===== config.mk =====
export PLATFORM = sky130hd
export DESIGN_NAME = led_sequencer
export DESIGN_NICKNAME = d
export VERILOG_FILES = /design/src/rtl/led_seq_pkg.sv /design/src/rtl/step_timer.sv /design/src/rtl/led_sequencer.sv
export SDC_FILE = /design/constraint.sdc
export NUM_CORES = 1
export LEC_CHECK = 0
export BUFFER_PORTS_ARGS = -buffer_cell sky130_fd_sc_hd__buf_2
export CORE_MARGIN = 4
export CORE_UTILIZATION = 56
export DETAILED_ROUTE_END_ITERATION = 12
export PLACE_DENSITY = 0.83
export SYNTH_ARGS = -nofsm -noshare
export SYNTH_HDL_FRONTEND = slang
export SYNTH_HIERARCHICAL = 1
export SYNTH_SLANG_ARGS = --single-unit
export TNS_END_PERCENT = 30

===== constraint.sdc =====
create_clock -name clk -period 6.25 [get_ports clk]
set_input_delay 0.9375 -clock clk [delete_from_list [all_inputs] [get_ports clk]]
set_output_delay 0.9375 -clock clk [all_outputs]
set_load 0.01 [all_outputs]

===== src/rtl/led_seq_pkg.sv =====
// Shared definitions for the LED pattern sequencer.
// Contents:
//   mode_e : run-time pattern mode encodings driven on the mode port
//   dir_e  : ping-pong travel direction
package led_seq_pkg;

  typedef enum logic [1:0] {
    MODE_ROT_L    = 2'd0,
    MODE_ROT_R    = 2'd1,
    MODE_PINGPONG = 2'd2,
    MODE_HOLD     = 2'd3
  } mode_e;

  typedef enum logic {
    DIR_UP   = 1'b0,
    DIR_DOWN = 1'b1
  } dir_e;

endpackage


===== src/rtl/step_timer.sv =====
// Free-running step timer shared by timed PL blocks.
// Counts clocks while enabled and produces a one-cycle step_tick every
// STEP_CYCLES enabled clocks. While disabled the count is frozen.
// Ports:
//   clk       in  fabric clock
//   rst       in  asynchronous active-high reset
//   enable    in  1 = count, 0 = freeze
//   step_tick out high during the last clock of each step (combinational)
module step_timer #(
  parameter int STEP_CYCLES = 25000000
) (
  input  logic clk,
  input  logic rst,
  input  logic enable,
  output logic step_tick
);

  localparam int CNT_W = $clog2(STEP_CYCLES);
  localparam logic [CNT_W-1:0] LAST_CNT = CNT_W'(STEP_CYCLES - 1);

  logic [CNT_W-1:0] cnt;

  // The tick is the cycle in which the counter sits on its last value, so
  // whatever consumes it updates on the same edge that wraps the counter.
  assign step_tick = enable && (cnt == LAST_CNT);

  // Counter wraps to zero on the tick and holds whenever enable is low.
  always_ff @(posedge clk or posedge rst) begin
    if (rst) begin
      cnt <= '0;
    end else if (step_tick) begin
      cnt <= '0;
    end else if (enable) begin
      cnt <= cnt + CNT_W'(1);
    end
  end

endmodule


===== src/rtl/led_sequencer.sv =====
// LED pattern sequencer: steps a one-hot LED bank every STEP_CYCLES clocks
// in one of four modes and raises a sticky interrupt at the terminal
// position of the sequence.
// Ports:
//   clk          in  fabric clock
//   rst          in  asynchronous active-high reset
//   enable       in  1 = stepping runs, 0 = counter and position frozen
//   mode         in  0 rotate-left, 1 rotate-right, 2 ping-pong, 3 hold
//   intr_en      in  masks o_intr only; pending is unaffected
//   intr_ack     in  one-cycle pulse clearing pending and overrun
//   led          out one-hot LED drive (registered)
//   position     out index of the lit LED (registered)
//   o_intr       out pending & intr_en (registered)
//   intr_overrun out sticky: terminal event while already pending
module led_sequencer
  import led_seq_pkg::*;
#(
  parameter int NUM_LEDS    = 4,
  parameter int STEP_CYCLES = 25000000,
  localparam int POS_W      = $clog2(NUM_LEDS)
) (
  input  logic                clk,
  input  logic                rst,
  input  logic                enable,
  input  logic [1:0]          mode,
  input  logic                intr_en,
  input  logic                intr_ack,
  output logic [NUM_LEDS-1:0] led,
  output logic [POS_W-1:0]    position,
  output logic                o_intr,
  output logic                intr_overrun
);

  localparam logic [POS_W-1:0] LAST_POS = POS_W'(NUM_LEDS - 1);

  logic       step_tick;
  mode_e      mode_q;
  dir_e       dir_q;
  logic       pending;

  mode_e             eff_mode;
  dir_e              cur_dir;
  dir_e              dir_next;
  logic [POS_W-1:0]  pos_next;
  logic              term_evt;
  logic              pending_next;
  logic              overrun_next;

  step_timer #(
    .STEP_CYCLES(STEP_CYCLES)
  ) u_step_timer (
    .clk      (clk),
    .rst      (rst),
    .enable   (enable),
    .step_tick(step_tick)
  );

  // Next position, direction and terminal event. The mode seen on the
  // tick cycle governs that step, so the live input is used on a tick and
  // mode_q (only needed to spot a switch into ping-pong) otherwise.
  always_comb begin
    eff_mode = step_tick ? mode_e'(mode) : mode_q;
    cur_dir  = dir_q;
    dir_next = dir_q;
    pos_next = position;
    term_evt = 1'b0;

    if (step_tick) begin
      case (eff_mode)
        MODE_ROT_L: begin
          pos_next = (position == LAST_POS) ? '0 : position + POS_W'(1);
          term_evt = (pos_next == LAST_POS);
        end
        MODE_ROT_R: begin
          pos_next = (position == '0) ? LAST_POS : position - POS_W'(1);
          term_evt = (pos_next == '0);
        end
        MODE_PINGPONG: begin
          // On entry the stale direction is discarded: only the top end
          // forces a downward start.
          if (mode_q != MODE_PINGPONG) begin
            cur_dir = (position == LAST_POS) ? DIR_DOWN : DIR_UP;
          end
          pos_next = (cur_dir == DIR_UP) ? position + POS_W'(1)
                                         : position - POS_W'(1);
          dir_next = cur_dir;
          if (pos_next == LAST_POS) begin
            dir_next = DIR_DOWN;
          end else if (pos_next == '0) begin
            dir_next = DIR_UP;
            term_evt = 1'b1;
          end
        end
        default: begin
          pos_next = position;
        end
      endcase
    end
  end

  // Interrupt bookkeeping. A terminal event beats a coincident ack, and in
  // that case the ack still retires the earlier event, clearing overrun.
  always_comb begin
    pending_next = pending;
    overrun_next = intr_overrun;
    if (term_evt) begin
      pending_next = 1'b1;
      overrun_next = intr_ack ? 1'b0 : (intr_overrun | pending);
    end else if (intr_ack) begin
      pending_next = 1'b0;
      overrun_next = 1'b0;
    end
  end

  // State and output registers; led and o_intr are derived from the next
  // values so they change on the same edge as position and pending.
  always_ff @(posedge clk or posedge rst) begin
    if (rst) begin
      mode_q       <= MODE_ROT_L;
      dir_q        <= DIR_UP;
      position     <= '0;
      led          <= NUM_LEDS'(1);
      pending      <= 1'b0;
      o_intr       <= 1'b0;
      intr_overrun <= 1'b0;
    end else begin
      if (step_tick) begin
        mode_q <= mode_e'(mode);
      end
      dir_q        <= dir_next;
      position     <= pos_next;
      led          <= NUM_LEDS'(1) << pos_next;
      pending      <= pending_next;
      o_intr       <= pending_next & intr_en;
      intr_overrun <= overrun_next;
    end
  end

endmodule


==> impl_metrics.py <==
metrics = {
    "timing": {
        "timing.final.crit_period_ps": 2640,
        "hold_viol": 0,
        "final-setup-viol-count": 0,
        "slew_viol_final": 0,
        "fin_setup_tns_ps": 0,
        "worst_slew_pin_slew_ps": 930,
        "setup_slack_ps": 3610,
        "max_freq_mhz": 379,
        "finalCritPeriodShare_pct": 42.2,
        "slew_headroom_pct": 37.9,
        "fin_skew_ps": 6.78,
        "rsz0062_at_grt": "no",
    },
    "clock_network": {
        "clockBufferDepth": 2,
        "cts_root_buffer": "clkbuf_8",
        "cts_buffers": 5,
        "cts_sinks": 37,
        "post-cts-setup-buffer-count": 0,
        "clk_pin_slew_ps": 70,
        "holdBufCountCts": 0,
        "htreeDepth": 2,
        "post_cts_resized": 0,
        "clkLatencyLatePin_ps": 290,
        "tritoncts": "done",
    },
    "yosys": {
        "syn_inst": 213,
        "yosys-top-cells-count": "dfrtp_1, nor2_1, inv_1, nand2_1, a21oi_1",
        "ys_top_cells_by_area": "dfrtp_1, xnor2_1, ha_1",
        "syn_area_mm2": 0.00207,
        "yosysTopAreaCell": "dfrtp_1",
        "synth-edff-count": 0,
        "synth_ff_type": "dfrtp_1",
        "yosys_warnings": 6,
        "synthArstFlopShare_pct": 100,
        "synth_most_common_cell": "dfrtp_1",
        "ys_types": 50,
        "synth_seq_cells": 37,
        "avgSynthCellArea_um2": 9.73,
        "syn_nets": 226,
        "synth_top_area_share_pct": 43.5,
        "seq_area_frac_synth_pct": 44.7,
    },
    "placement": {
        "dp.cells": 266,
        "port_buffers": 14,
        "place_ws_ps": 3310,
        "dp_hpwl_um": 2820,
        "gp_congestion": 0.875,
    },
    "critical_path": {
        "crit_family": "simple AND/OR/NAND/NOR gates",
        "worst-r2r-cell-count": 7,
        "path_max_fanout": 8,
        "startpoint_type": "primary input",
        "critical_path.slowest_cell": "or3_1",
        "crit_end": "led[3]$_DFF_PP0_",
        "cp_cell_sequence": "buf_2, nand4_2, or3_1, nor3_2, inv_1, o31a_1, nor4_2",
        "crit_start": "enable",
        "regToRegEndpoint": "led[3]$_DFF_PP0_",
        "critPathCaptureType": "flop",
        "required_ps": 6440,
        "critical_path_arrival_ps": 2830,
        "worst-path-stages": 7,
        "worst-path-buf-inv": 2,
        "max_stage_delay_ps": 380,
        "reg2reg_slack_ps": 3800,
        "path_class": "primary input to flop",
        "r2r-start": "u_step_timer/cnt[0]$_DFFE_PP0P_",
    },
    "grt": {
        "grt_pass1_vias": 1465,
        "antenna_found_initial": 0,
        "grt_pass1_wl_um": 6670,
        "grt-ovfl-total": 0,
        "grt_util_met2_pct": 27.1,
        "use_met1_pct": 27.1,
        "grt_max_degree": 26,
        "top_usage_layer": "met2",
        "grt_usage_pct": 19.0,
        "met3_usage_pct": 5.51,
    },
    "routing": {
        "dr.pass1.iters": 4,
        "drc": 0,
        "final_antenna_net_count": 0,
        "vias_per_cell": 5.88,
        "drt-initial-drc-count": 126,
        "finalWirelength_um": 3940,
        "wl_per_cell_um": 14.4,
        "vias": 1611,
    },
    "layout": {
        "n_antenna_cell": 0,
        "fin_cells": 274,
        "layout-drive-gt1-share_pct": 14.5,
        "n_fill_cell": 287,
        "final_util_pct": 64.9,
        "final_nets": 240,
        "syn_to_final_growth_pct": 7.72,
    },
    "floorplanning": {
        "ios": 15,
        "rows": 21,
        "start_util_pct": 60.2,
        "die_x_um": 68.8,
        "core-area_mm2": 0.00344,
        "die_area_mm2": 0.00474,
        "fp.dieH_um": 68.8,
    },
    "job": {
        "cap_violations": 0,
    },
    "worst_hold_path": {
        "min_path_type": "flop to flop",
    },
    "power_and_ir_drop": {
        "static-leakage-power_nw": 0.999,
        "powerDensity_mw_per_mm2": 215,
        "ir_worst_vdd_v": 0.000103,
    },
    "outcome": {
        "status": "finished, final reports clean",
    },
}
[sequential cells by signal, indices dropped and copies added, names as in the netlist]
| name | flops |
|---|---|
| led | 4 |
| u_step_timer/cnt | 25 |
| position | 2 |
| pending | 1 |
| mode_q | 2 |
| o_intr | 1 |
| dir_q | 1 |
| intr_overrun | 1 |
[power breakdown]
part	internal (W)	switching (W)	total, W
clock network	0.0000782	0.0000800	0.000158
registers	0.000255	0.0000255	0.000281
logic	0.0000192	0.0000220	0.0000412
[layer usage]
metal	part of all wire [%]	vias up	routed length (µm)
met3	4.8	11	189
li1	-	788	-
met5	0	-	0
met2	43	39	1680
met4	2.1	0	84
met1	51	773	1990
[logic make-up (layout without fill, tap and decap cells)]
logic type,Yosys count,after routing,synth area share [%]
simple gates,86,86,23.4
compound gates,41,41,14.0
flops,37,37,44.7
buf+inv,23,38,5.43
xor+xnor,16,16,6.76
fa+ha+maj,6,6,3.62
mux,4,4,2.05
[how the worst min path moves through the flow]
| stage | from | endpoint | slack (ps) | cells past startpoint |
|---|---|---|---|---|
| floorplan | u_step_timer/cnt[10]$_DFFE_PP0P_ | u_step_timer/cnt[10]$_DFFE_PP0P_ | 480 | 1 |
| global placement | u_step_timer/cnt[10]$_DFFE_PP0P_ | u_step_timer/cnt[10]$_DFFE_PP0P_ | 520 | 1 |
| detailed placement | u_step_timer/cnt[10]$_DFFE_PP0P_ | u_step_timer/cnt[10]$_DFFE_PP0P_ | 520 | 1 |
| CTS | u_step_timer/cnt[10]$_DFFE_PP0P_ | u_step_timer/cnt[10]$_DFFE_PP0P_ | 540 | 1 |
| global route | u_step_timer/cnt[10]$_DFFE_PP0P_ | u_step_timer/cnt[10]$_DFFE_PP0P_ | 560 | 1 |
| finish | u_step_timer/cnt[10]$_DFFE_PP0P_ | u_step_timer/cnt[10]$_DFFE_PP0P_ | 540 | 1 |
[cell type report]
cell class                      count  area (µm²)  area share (%)
Multi-Input combinational cell    153        1030            46.3
Sequential cell                    37         927            41.5
Timing Repair Buffer               15        77.6            3.47
Clock buffer                        7        76.3            3.42
Tap cell                           46        57.6            2.58
Inverter                           15        56.3            2.52
Clock inverter                      1        5.00           0.224
[placed cells by master, fill, tap and decap left out, types with 4 or more instances in the layout]
cell and count:
a21oi_1 11, nor3_1 4, or3_1 5, a211oi_1 5, o31ai_1 8, xnor2_1 10, clkbuf_8 5, buf_2 14
dfrtp_1 36, inv_1 15, or4_1 5, nand3_1 5, o21ai_0 6, xor2_1 6, nor2_1 20, ha_1 6
nand2_1 15, nand4_1 7
[worst reg2reg max path, cell delays in order, from the launching register on]
cell and delay, ps:
dfrtp_1 420, ha_1 230, nand4_2 180, or3_1 380, nor3_2 360, inv_1 160
o31a_1 370, nor4_2 260
[per-stage QoR]
step	hold slack (ps)	power, W	instance area [µm²]
3_5_place_dp	524	0.000326	2150
3_3_place_gp	521	0.000325	2150
2_1_floorplan	477	0.000313	2070
4_1_cts	538	0.000484	2230
6_report	535	0.000480	2230
5_1_grt	555	0.000507	2230
(Power assumes the default switching activity.)
